===== config.mk =====
export PLATFORM = sky130hd
export DESIGN_NAME = mem_access
export DESIGN_NICKNAME = d
export VERILOG_FILES = /design/src/rtl/core_pkg.sv /design/src/rtl/wb_sel.sv /design/src/rtl/mem_access.sv
export SDC_FILE = /design/constraint.sdc
export NUM_CORES = 1
export LEC_CHECK = 0
export BUFFER_PORTS_ARGS = -buffer_cell sky130_fd_sc_hd__clkbuf_2
export CAP_MARGIN = 5
export CORE_MARGIN = 4
export CORE_UTILIZATION = 50
export DETAILED_ROUTE_END_ITERATION = 10
export PLACE_DENSITY = 0.85
export SLEW_MARGIN = 20
export SYNTH_ARGS = -nofsm -noshare
export SYNTH_HDL_FRONTEND = slang
export SYNTH_SLANG_ARGS = --single-unit

===== constraint.sdc =====
create_clock -name CLK -period 2.1 [get_ports CLK]
set_clock_uncertainty 0.05 [all_clocks]
set_input_delay 0.63 -clock CLK [delete_from_list [all_inputs] [get_ports CLK]]
set_output_delay 0.63 -clock CLK [all_outputs]
set_load 0.01 [all_outputs]

===== src/rtl/core_pkg.sv =====
// Shared types for the memory-access stage: FSM states, write-back source
// encodings and the captured token layout.
package core_pkg;

  localparam int unsigned XLEN   = 32;
  localparam int unsigned REG_AW = 5;
  localparam int unsigned UART_W = 8;

  typedef enum logic [1:0] {
    IDLE      = 2'd0,
    MEM_WAIT  = 2'd1,
    UART_WAIT = 2'd2,
    DONE      = 2'd3
  } mem_state_t;

  localparam logic [1:0] WB_ALU  = 2'd0;
  localparam logic [1:0] WB_MEM  = 2'd1;
  localparam logic [1:0] WB_LINK = 2'd2;
  localparam logic [1:0] WB_UART = 2'd3;

  // link is stored pre-extended so the token layout is independent of PC width
  typedef struct packed {
    logic              aorf;
    logic              regwrite;
    logic              memwrite;
    logic              memread;
    logic              uarttoreg;
    logic [1:0]        memtoreg;
    logic [XLEN-1:0]   result;
    logic [XLEN-1:0]   register_data;
    logic [REG_AW-1:0] rdist;
    logic [XLEN-1:0]   link;
  } tok_t;

endpackage


===== src/rtl/wb_sel.sv =====
// Combinational 4:1 write-back source multiplexer; a UART token always
// selects the UART byte regardless of its MemtoReg field.
module wb_sel
  import core_pkg::*;
(
  input  logic [1:0]      memtoreg,
  input  logic            uarttoreg,
  input  logic [XLEN-1:0] alu_data,
  input  logic [XLEN-1:0] mem_data,
  input  logic [XLEN-1:0] link_data,
  input  logic [XLEN-1:0] uart_data,
  output logic [XLEN-1:0] wb_data_c
);

  logic [1:0] sel_c;

  always_comb begin
    sel_c     = uarttoreg ? WB_UART : memtoreg;
    wb_data_c = alu_data;
    case (sel_c)
      WB_ALU:  wb_data_c = alu_data;
      WB_MEM:  wb_data_c = mem_data;
      WB_LINK: wb_data_c = link_data;
      WB_UART: wb_data_c = uart_data;
      default: wb_data_c = alu_data;
    endcase
  end

endmodule


===== src/rtl/mem_access.sv =====
// Memory-access stage: data-memory load/store or UART receive per token, then a
// single registered write-back strobe. UART receive is built only with MEM_ACCESS_UART_RX_EN.
module mem_access
  import core_pkg::*;
#(
  parameter int unsigned INST_MEM_WIDTH = 5,
  parameter int unsigned DATA_MEM_WIDTH = 16
) (
  input  logic                      CLK,
  input  logic                      reset,
  input  logic                      distinct,
  input  logic                      AorF,
  input  logic                      RegWrite,
  input  logic                      MemWrite,
  input  logic                      MemRead,
  input  logic                      UARTtoReg,
  input  logic [1:0]                MemtoReg,
  input  logic [31:0]               result,
  input  logic [31:0]               register_data,
  input  logic [4:0]                rdist,
  input  logic [INST_MEM_WIDTH-1:0] pc1,
  output logic                      ready,
  output logic                      mem_req,
  output logic                      mem_we,
  output logic [DATA_MEM_WIDTH-1:0] mem_addr,
  output logic [31:0]               mem_wdata,
  input  logic [31:0]               mem_rdata,
  input  logic                      mem_ack,
  input  logic                      uart_rx_valid,
  input  logic [7:0]                uart_rx_data,
  output logic                      uart_rx_pop,
  output logic                      wb_valid,
  output logic                      wb_regwrite,
  output logic                      wb_AorF,
  output logic [4:0]                wb_rdist,
  output logic [31:0]               wb_data
);

  mem_state_t state_q, state_d;
  tok_t       act_q, act_d;
  tok_t       skid_q, skid_d;
  logic       skid_full_q, skid_full_d;
  logic       ready_q, ready_d;
  logic       mem_req_q, mem_req_d;
  logic       mem_we_q, mem_we_d;
  logic [DATA_MEM_WIDTH-1:0] mem_addr_q, mem_addr_d;
  logic [XLEN-1:0] mem_wdata_q, mem_wdata_d;
  logic       uart_rx_pop_q, uart_rx_pop_d;
  logic       wb_valid_q, wb_valid_d;
  logic       wb_regwrite_q, wb_regwrite_d;
  logic       wb_aorf_q, wb_aorf_d;
  logic [REG_AW-1:0] wb_rdist_q, wb_rdist_d;
  logic [XLEN-1:0] wb_data_q, wb_data_d;

  tok_t            in_tok_c;
  tok_t            tok_c;
  logic            accept_c;
  logic            start_c;
  logic            go_done_c;
  logic [XLEN-1:0] mem_data_c;
  logic [XLEN-1:0] uart_data_c;
  logic [XLEN-1:0] wb_data_c;

  always_comb begin
    in_tok_c = '{aorf: AorF, regwrite: RegWrite, memwrite: MemWrite, memread: MemRead,
                 uarttoreg: UARTtoReg, memtoreg: MemtoReg, result: result,
                 register_data: register_data, rdist: rdist, link: XLEN'(pc1)};
  end

`ifndef MEM_ACCESS_UART_RX_EN
  logic unused_uart_c;
  assign unused_uart_c = ^{uart_rx_valid, uart_rx_data};
`endif

  wb_sel u_wb_sel (
    .memtoreg  (tok_c.memtoreg),
    .uarttoreg (tok_c.uarttoreg),
    .alu_data  (tok_c.result),
    .mem_data  (mem_data_c),
    .link_data (tok_c.link),
    .uart_data (uart_data_c),
    .wb_data_c (wb_data_c)
  );

  // Next-state, skid capture and registered output values
  always_comb begin
    state_d       = state_q;
    act_d         = act_q;
    skid_d        = skid_q;
    skid_full_d   = skid_full_q;
    mem_req_d     = mem_req_q;
    mem_we_d      = mem_we_q;
    mem_addr_d    = mem_addr_q;
    mem_wdata_d   = mem_wdata_q;
    uart_rx_pop_d = 1'b0;
    wb_valid_d    = 1'b0;
    wb_regwrite_d = wb_regwrite_q;
    wb_aorf_d     = wb_aorf_q;
    wb_rdist_d    = wb_rdist_q;
    wb_data_d     = wb_data_q;
    tok_c         = act_q;
    mem_data_c    = '0;
    uart_data_c   = '0;
    start_c       = 1'b0;
    go_done_c     = 1'b0;
    // ready low means the strobe is a protocol violation and is dropped
    accept_c      = distinct && ready_q;

    case (state_q)
      IDLE: begin
        if (skid_full_q) begin
          tok_c       = skid_q;
          skid_full_d = 1'b0;
          start_c     = 1'b1;
        end else if (accept_c) begin
          tok_c   = in_tok_c;
          start_c = 1'b1;
        end
        if (start_c) begin
          act_d = tok_c;
          if (tok_c.memread || tok_c.memwrite) begin
            state_d     = MEM_WAIT;
            mem_req_d   = 1'b1;
            mem_we_d    = tok_c.memwrite;
            mem_addr_d  = tok_c.result[DATA_MEM_WIDTH-1:0];
            mem_wdata_d = tok_c.register_data;
          end else if (tok_c.uarttoreg) begin
`ifdef MEM_ACCESS_UART_RX_EN
            state_d = UART_WAIT;
`else
            go_done_c = 1'b1;
`endif
          end else begin
            go_done_c = 1'b1;
          end
        end
      end
      MEM_WAIT: begin
        if (mem_ack) begin
          mem_data_c  = mem_rdata;
          mem_req_d   = 1'b0;
          mem_we_d    = 1'b0;
          mem_addr_d  = '0;
          mem_wdata_d = '0;
          go_done_c   = 1'b1;
        end
      end
      UART_WAIT: begin
`ifdef MEM_ACCESS_UART_RX_EN
        if (uart_rx_valid) begin
          uart_data_c   = XLEN'(uart_rx_data);
          uart_rx_pop_d = 1'b1;
          go_done_c     = 1'b1;
        end
`endif
      end
      DONE: begin
        state_d = IDLE;
      end
      default: begin
        state_d = IDLE;
      end
    endcase

    if (accept_c && ((state_q != IDLE) || skid_full_q)) begin
      skid_d      = in_tok_c;
      skid_full_d = 1'b1;
    end

    if (go_done_c) begin
      state_d       = DONE;
      wb_valid_d    = 1'b1;
      wb_regwrite_d = tok_c.regwrite;
      wb_aorf_d     = tok_c.aorf;
      wb_rdist_d    = tok_c.rdist;
      wb_data_d     = wb_data_c;
    end

    ready_d = !skid_full_d;
  end

  always_ff @(posedge CLK or negedge reset) begin
    if (!reset) begin
      state_q       <= IDLE;
      act_q         <= '0;
      skid_q        <= '0;
      skid_full_q   <= 1'b0;
      ready_q       <= 1'b0;
      mem_req_q     <= 1'b0;
      mem_we_q      <= 1'b0;
      mem_addr_q    <= '0;
      mem_wdata_q   <= '0;
      uart_rx_pop_q <= 1'b0;
      wb_valid_q    <= 1'b0;
      wb_regwrite_q <= 1'b0;
      wb_aorf_q     <= 1'b0;
      wb_rdist_q    <= '0;
      wb_data_q     <= '0;
    end else begin
      state_q       <= state_d;
      act_q         <= act_d;
      skid_q        <= skid_d;
      skid_full_q   <= skid_full_d;
      ready_q       <= ready_d;
      mem_req_q     <= mem_req_d;
      mem_we_q      <= mem_we_d;
      mem_addr_q    <= mem_addr_d;
      mem_wdata_q   <= mem_wdata_d;
      uart_rx_pop_q <= uart_rx_pop_d;
      wb_valid_q    <= wb_valid_d;
      wb_regwrite_q <= wb_regwrite_d;
      wb_aorf_q     <= wb_aorf_d;
      wb_rdist_q    <= wb_rdist_d;
      wb_data_q     <= wb_data_d;
    end
  end

  assign ready       = ready_q;
  assign mem_req     = mem_req_q;
  assign mem_we      = mem_we_q;
  assign mem_addr    = mem_addr_q;
  assign mem_wdata   = mem_wdata_q;
  assign uart_rx_pop = uart_rx_pop_q;
  assign wb_valid    = wb_valid_q;
  assign wb_regwrite = wb_regwrite_q;
  assign wb_AorF     = wb_aorf_q;
  assign wb_rdist    = wb_rdist_q;
  assign wb_data     = wb_data_q;

endmodule


==> impl_metrics.tcl, run 1 <==
set metrics [dict create \
    max_stage_delay_ns 0.47 \
    dr.pass1.iters 7 \
    synthToLayoutAreaGrowth_pct 28.06 \
    path_clk_slew_ns 0.07 \
    die_y_um 162.7 \
    critPathRequiredTime_ns 2.47 \
    power.density_mw_per_mm2 1811 \
    h-tree-depth 1 \
    gp_congestion 0.8035 \
    reg2reg_from "ready" \
    netlist_area_mm2 0.01197 \
    rows 56 \
    crit_end "wb_data[23]" \
    power.internal_mw 16.64 \
    cts.sinks 268 \
    timing.final.crit_share 1.026 \
    grtUsageTotal 0.2367 \
    n_fill_cell 1759 \
    cp_data_arrival_time_ns 2.52 \
    drive_above_1_share 0.3994 \
    insertion_delay_ns 0.54 \
    fin_crit_ns 2.155 \
    fin_nets 1446 \
    cts_buffers 28 \
    ios 218 \
    avgRoutedWirePerCell_um 20.10 \
    reg2reg_slack_ns -0.06 \
    vias 9796 \
    grt_start_max_net_pins 59 \
    cap_violations 0 \
    ys.flop_type "dfrtp_1" \
    clock_power_share 0.189 \
    synth_warnings 0 \
    viasPerCell 5.894 \
    grt_pass1_vias 9666 \
    routed_wl_mm 33.41 \
    critPathTopFamily "compound AO/OA/AOI/OAI gates" \
    leakagePower_nw 7.100 \
    synthCells 1085 \
    critPathSlowestCell "dfrtp_2" \
    ant_nets 0 \
    hold_viol 0 \
    synth-async-reset-ratio 1.000 \
    synth_seq_cells 268 \
    die_w_um 162.7 \
    fin_ws_ns -0.05500 \
    setup.worst_path.start "ready" \
    grt_overflow_total 0 \
    status "finished, violations left" \
    cp-start-kind "register" \
    die_area_mm2 0.02648 \
    r2r_end "wb_data[23]" \
    swShare 0.4007 \
    cts_tree "done" \
    grt_pass1_wl_mm 51.49 \
    synth_nets 1211 \
    cp.buffers_inverters 1 \
    rsz0062_at_grt "yes" \
    cp.depth 6 \
    yosysUniqueCellTypes 46 \
    endpoint_kind "register" \
    seq_area_frac_synth 0.5602 \
    drcViolationCount 0 \
    min_path_type "primary input to register" \
    drt_iter0_drc 853 \
    seqPwrFrac 0.306 \
    violations "negative setup slack" \
    stdcell_area_mm2 0.01533 \
    switchingPower_mw 11.12 \
    root_buffer "clkbuf_16" \
    peakVddDrop_mv 1.069 \
    worstRegToRegCells 6 \
    clk_path_buf_depth 3 \
    setup_viol_count_final 32 \
    start_util 0.5085 \
    crit_chain "and4b_1 -> a311oi_2 -> o2111a_2 -> a21oi_4 -> buf_12 -> o41ai_4" \
    core_mm2 0.02354 \
    antenna_found_initial 4 \
    fmax_mhz 464.0 \
    slew_violations 0 \
    hpwl_mm 22.07 \
    syn_area_per_cell_um2 11.03 \
    dpl_cell_area_mm2 0.01389 \
    worstPathMaxFanout 28 \
    p_comb_frac 0.504 \
    crit_type "register to register" \
    power_mw 27.76 \
    synth-edff-count 0 \
    io_buffer_count 207 \
]
[timing repair]
item	4_1_cts	5_1_grt
gates resized for setup	10	53
setup buffers	2	10
gates cloned	1	1
pin swaps	3	10
hold buffers	1	0
endpoints found under the hold margin	35	0
endpoints found under the setup margin	150	90
[routing by layer]
metal  global-route usage  vias up  part of all wire
met5                    0        -            0.0010
met4              0.07091        6             0.025
met3              0.05543       71             0.075
met2               0.3815      418              0.48
met1               0.3224     4861              0.42
li1                     -     4440                 -
[power groups by stage]
stage	clock network, mW	registers (mW)	logic, mW
detailed placement	0	8.50	12.7
floorplan	0	8.47	8.45
global route	5.57	8.72	15.1
finish	5.26	8.50	14.0
global placement	0	8.35	12.2
CTS	5.32	8.45	12.9
[metrics by stage]
step                utilization  instances  setup WS, ns  TNS [ns]  hold WS [ns]
finish                   0.6512       1662      -0.05500   -0.5783        0.2800
global route             0.6512       1662       -0.1027    -4.823        0.2791
CTS                      0.6359       1651      -0.01848  -0.09743        0.2697
detailed placement       0.5902       1595       -0.5610    -44.11        0.4131
global placement         0.5902       1595       -0.3776    -31.85        0.4084
floorplan                     -       1085      -0.09989    -1.424        0.2844
[area by class of cell]
| cell class | count | area, um2 | share of cell area |
|---|---|---|---|
| flip-flops and latches | 268 | 6709 | 0.4376 |
| multi-input cells | 712 | 5085 | 0.3317 |
| repair buffers | 303 | 2110 | 0.1376 |
| clock buffers | 44 | 872.1 | 0.05688 |
| well taps | 319 | 399.1 | 0.02603 |
| clock inverters | 8 | 121.4 | 0.007916 |
| inverters | 7 | 32.53 | 0.002122 |
| diodes | 1 | 2.502 | 0.0001632 |
[synth_stat cells (3+ instances only)]
cell / n / share of area
a22oi_1: 15 / 0.0094
inv_1: 5 / 0.0016
o41ai_1: 11 / 0.0080
o2bb2ai_2: 10 / 0.013
buf_2: 32 / 0.013
buf_1: 3 / 0.00094
buf_6: 6 / 0.0056
clkbuf_1: 51 / 0.016
a2bb2oi_1: 5 / 0.0037
buf_4: 6 / 0.0038
and3_1: 5 / 0.0026
o41ai_2: 20 / 0.027
nand2_1: 117 / 0.037
mux2_2: 89 / 0.084
nor2_1: 11 / 0.0034
nand3_1: 34 / 0.014
nor3_1: 3 / 0.0013
dfrtp_1: 268 / 0.56
o21a_1: 26 / 0.016
a21o_1: 4 / 0.0025
a21oi_1: 157 / 0.066
o2bb2ai_1: 5 / 0.0037
o22ai_1: 83 / 0.043
and2_1: 29 / 0.015
o21ai_0: 63 / 0.026
a211o_1: 5 / 0.0037
[registers in the layout, indices dropped and copies added (netlist names)]
name	count
act_q	93
wb_regwrite	1
mem_addr	16
wb_valid	1
skid_q	81
mem_req	1
mem_we	1
wb_AorF	1
ready	1
state_q	2
wb_data	32
mem_wdata	32
skid_full_q	1
wb_rdist	5
[cells by family after synthesis]
family / count (synthesis) / share of synthesized area
AO/OA/AOI/OAI: 411 / 0.2299
other: 1 / 0.0003132
buffers and inverters: 106 / 0.04379
flip-flops: 268 / 0.5602
AND/OR/NAND/NOR: 210 / 0.08204
multiplexers: 89 / 0.08372
[cells in the final DEF (no fill, tap or decap), types with 22 or more instances in the layout]
master | synthesis | layout
a21oi_1 | 157 | 131
a21oi_2 | 0 | 25
and2_1 | 29 | 28
buf_4 | 6 | 61
clkbuf_16 | 0 | 30
clkbuf_2 | 0 | 206
dfrtp_1 | 268 | 266
mux2_2 | 89 | 88
nand2_1 | 117 | 113
nand3_1 | 34 | 34
o21a_1 | 26 | 26
o21ai_0 | 63 | 53
o22ai_1 | 83 | 81
o41ai_2 | 20 | 22
[worst min-delay path by stage]
stage / from / to / slack, ns / cells past startpoint
after floorplan: reset / act_q[0] / 0.28 / 0
after global placement: wb_data[2] / wb_data[2] / 0.41 / 2
after detailed placement: wb_data[3] / wb_data[3] / 0.41 / 2
after CTS: result[1] / skid_q[70] / 0.27 / 2
after global routing: result[1] / skid_q[70] / 0.28 / 2
final: result[1] / skid_q[70] / 0.28 / 2
[worst reg2reg max path, stage by stage, from the launching register on]
cell and delay [ns]:
dfrtp_2 0.47, and4b_1 0.22, a311oi_2 0.26, o2111a_2 0.33, a21oi_4 0.11, buf_12 0.20, o41ai_4 0.42
No activity file was read; power rests on OpenSTA's default activity.
==> inputs of run 2 (changes only) <==
==> constraint.sdc (replaced) <==
create_clock -name CLK -period 2.1 [get_ports CLK]
set_clock_uncertainty 0.05 [all_clocks]
set_input_delay 0.105 -clock CLK [delete_from_list [all_inputs] [get_ports CLK]]
set_output_delay 0.105 -clock CLK [all_outputs]
set_load 0.01 [all_outputs]
==> run 2 against run 1 <==
  * The flow still finishes with violations (negative setup slack)
  * Sequential power about the same
  * Via count is 8.9% higher
  * Register-to-register slack hardly changed
  * Non-clock buffer count rose by 99
  * Count of clock-buffer cells in the layout decreased by 4
==> impl_metrics.tcl, run 2 (same netlist as run 1, synthesis figures left out) <==
set metrics [dict create \
    antenna_found_initial 1 \
    fin_nets 1545 \
    slew_violations 0 \
    layout_commonest_cell "dfrtp_1" \
    vias 10670 \
    cts_tree "done" \
    die_w_um 162.7 \
    min_to "wb_data[0]" \
    die_area_mm2 0.02648 \
    slew_headroom 0.4824 \
    hold_ws_ns 0.03985 \
    worstHoldStart "mem_rdata[0]" \
    endpoint_kind "register" \
    worst_slew_pin_slew_ns 0.7764 \
    cap_violations 0 \
    gp_congestion 0.8347 \
    critPathRequiredTime_ns 2.48 \
    violations "negative setup slack" \
    clk_path_buf_depth 3 \
    leakagePower_nw 7.578 \
    cts_buffers 28 \
    peakVddDrop_mv 0.9304 \
    grt_pass1_vias 10820 \
    dr.pass1.iters 6 \
    hpwl_mm 21.90 \
    min_path_type "primary input to register" \
    status "finished, violations left" \
    start_util 0.5085 \
    fin_util 0.7003 \
    hold_depth 4 \
    largest_register_ffs 93 \
    reg2reg_from "skid_full_q" \
    viasPerCell 6.056 \
    grt_busiest_layer "met2" \
    drt_iter0_drc 1140 \
    core_mm2 0.02354 \
    crit_type "register to register" \
    power.density_mw_per_mm2 1731 \
    synthToLayoutAreaGrowth_pct 37.72 \
    insertion_delay_ns 0.54 \
    reg_top3 "act_q: 93 flops, skid_q: 81 flops" \
    rows 56 \
    reg2reg_slack_ns -0.06 \
    cp_data_arrival_time_ns 2.54 \
    mostFrequentLayoutCells "265 x dfrtp_1, 206 x clkbuf_2, 139 x a21oi_1" \
    drive_above_1_share 0.3609 \
    avgRoutedWirePerCell_um 21.37 \
    fin_crit_ns 2.160 \
    cp-start-kind "register" \
    ios 218 \
    drcViolationCount 0 \
    grt_pass1_wl_mm 58.12 \
    h-tree-depth 1 \
    worstRegToRegCells 7 \
    fin_ws_ns -0.06009 \
    worstPathMaxFanout 39 \
    ant_nets 0 \
    grt_start_max_net_pins 95 \
    regMostFlops "act_q" \
    cts.sinks 268 \
    routed_wl_mm 37.66 \
    grt_overflow_total 0 \
    rsz0062_at_grt "yes" \
    path_clk_slew_ns 0.06 \
    grtUsageTotal 0.2692 \
    root_buffer "clkbuf_16" \
    hold_viol 0 \
    grtUsageMet2 0.4417 \
    fmax_mhz 462.9 \
    use_met1 0.3671 \
    r2r_end "wb_data[27]" \
    die_y_um 162.7 \
    use_met3 0.04657 \
    setup_viol_count_final 34 \
    io_buffer_count 207 \
    timing.final.crit_share 1.029 \
]
## run 2: cell types whose count changed in the layout (fill, tap and decap cells not counted), moves of 5 or more
cell,before,now
clkbuf_1,6,1
a21oi_2,25,14
buf_4,61,48
dlygate4sd3_1,1,112
a21oi_1,131,139
## run 2: layout make-up
type | instances | area, um2
Tap cell | 319 | 399.1
Clock buffer | 40 | 867.1
Clock inverter | 12 | 195.2
Timing Repair Buffer | 402 | 3178
Fill cell | 1574 | 7056
Inverter | 7 | 32.53
Multi-Input combinational cell | 712 | 5100
Sequential cell | 268 | 6710
Antenna cell | 2 | 5.005
## run 2: stage by stage
step | worst slack (ns) | TNS (ns) | instances | power [mW] | instance area [um2]
3_5_place_dp | -0.3535 | -9.881 | 1580 | 20.51 | 13650
6_report | -0.06009 | -0.7191 | 1762 | 28.54 | 16490
4_1_cts | -0.02624 | -0.2175 | 1749 | 26.91 | 16030
2_1_floorplan | 0.02510 | 0 | 1085 | 16.60 | 11980
5_1_grt | -0.09687 | -4.517 | 1761 | 30.06 | 16480
3_3_place_gp | -0.2681 | -6.943 | 1580 | 19.95 | 13650
## run 2: worst max path at each step
stage / start / to / slack (ns) / cells past startpoint
4_1_cts: skid_full_q / wb_data[8] / -0.03 / 9
3_3_place_gp: state_q[1] / wb_data[9] / -0.27 / 6
6_report: skid_full_q / wb_data[27] / -0.06 / 7
3_5_place_dp: state_q[1] / wb_data[20] / -0.35 / 6
5_1_grt: state_q[1] / wb_data[16] / -0.1 / 9
2_1_floorplan: ready / mem_wdata[10] / 0.03 / 11
## run 2: report_power, final
group	leakage (nW)	switching [mW]	internal, mW	total (mW)
Sequential	3.37	1.26	7.27	8.53
Combinational	3.69	8.24	6.19	14.4
Clock	0.513	2.09	3.48	5.57
## run 2: worst max-delay path, cell delays in order, from the launching register on
cell and delay, ns:
dfrtp_2 0.43, buf_4 0.16, and2_1 0.14, a311oi_2 0.28, o2111a_2 0.30, a21oi_4 0.09
buf_12 0.20, o41ai_2 0.38
## run 2: timing repair
item	CTS	global route
resized for setup	29	56
gates cloned	1	6
pin swaps	3	5
buffers inserted	4	5
hold buffers	112	0
setup endpoints to repair	56	149
hold endpoints to repair	271	0
## run 2: metal layers
| layer | routed length, um | up-vias |
|---|---|---|
| li1 | - | 4643 |
| met2 | 18230 | 570 |
| met4 | 1265 | 0 |
| met1 | 15220 | 5336 |
| met3 | 2946 | 121 |
| met5 | 0 | - |
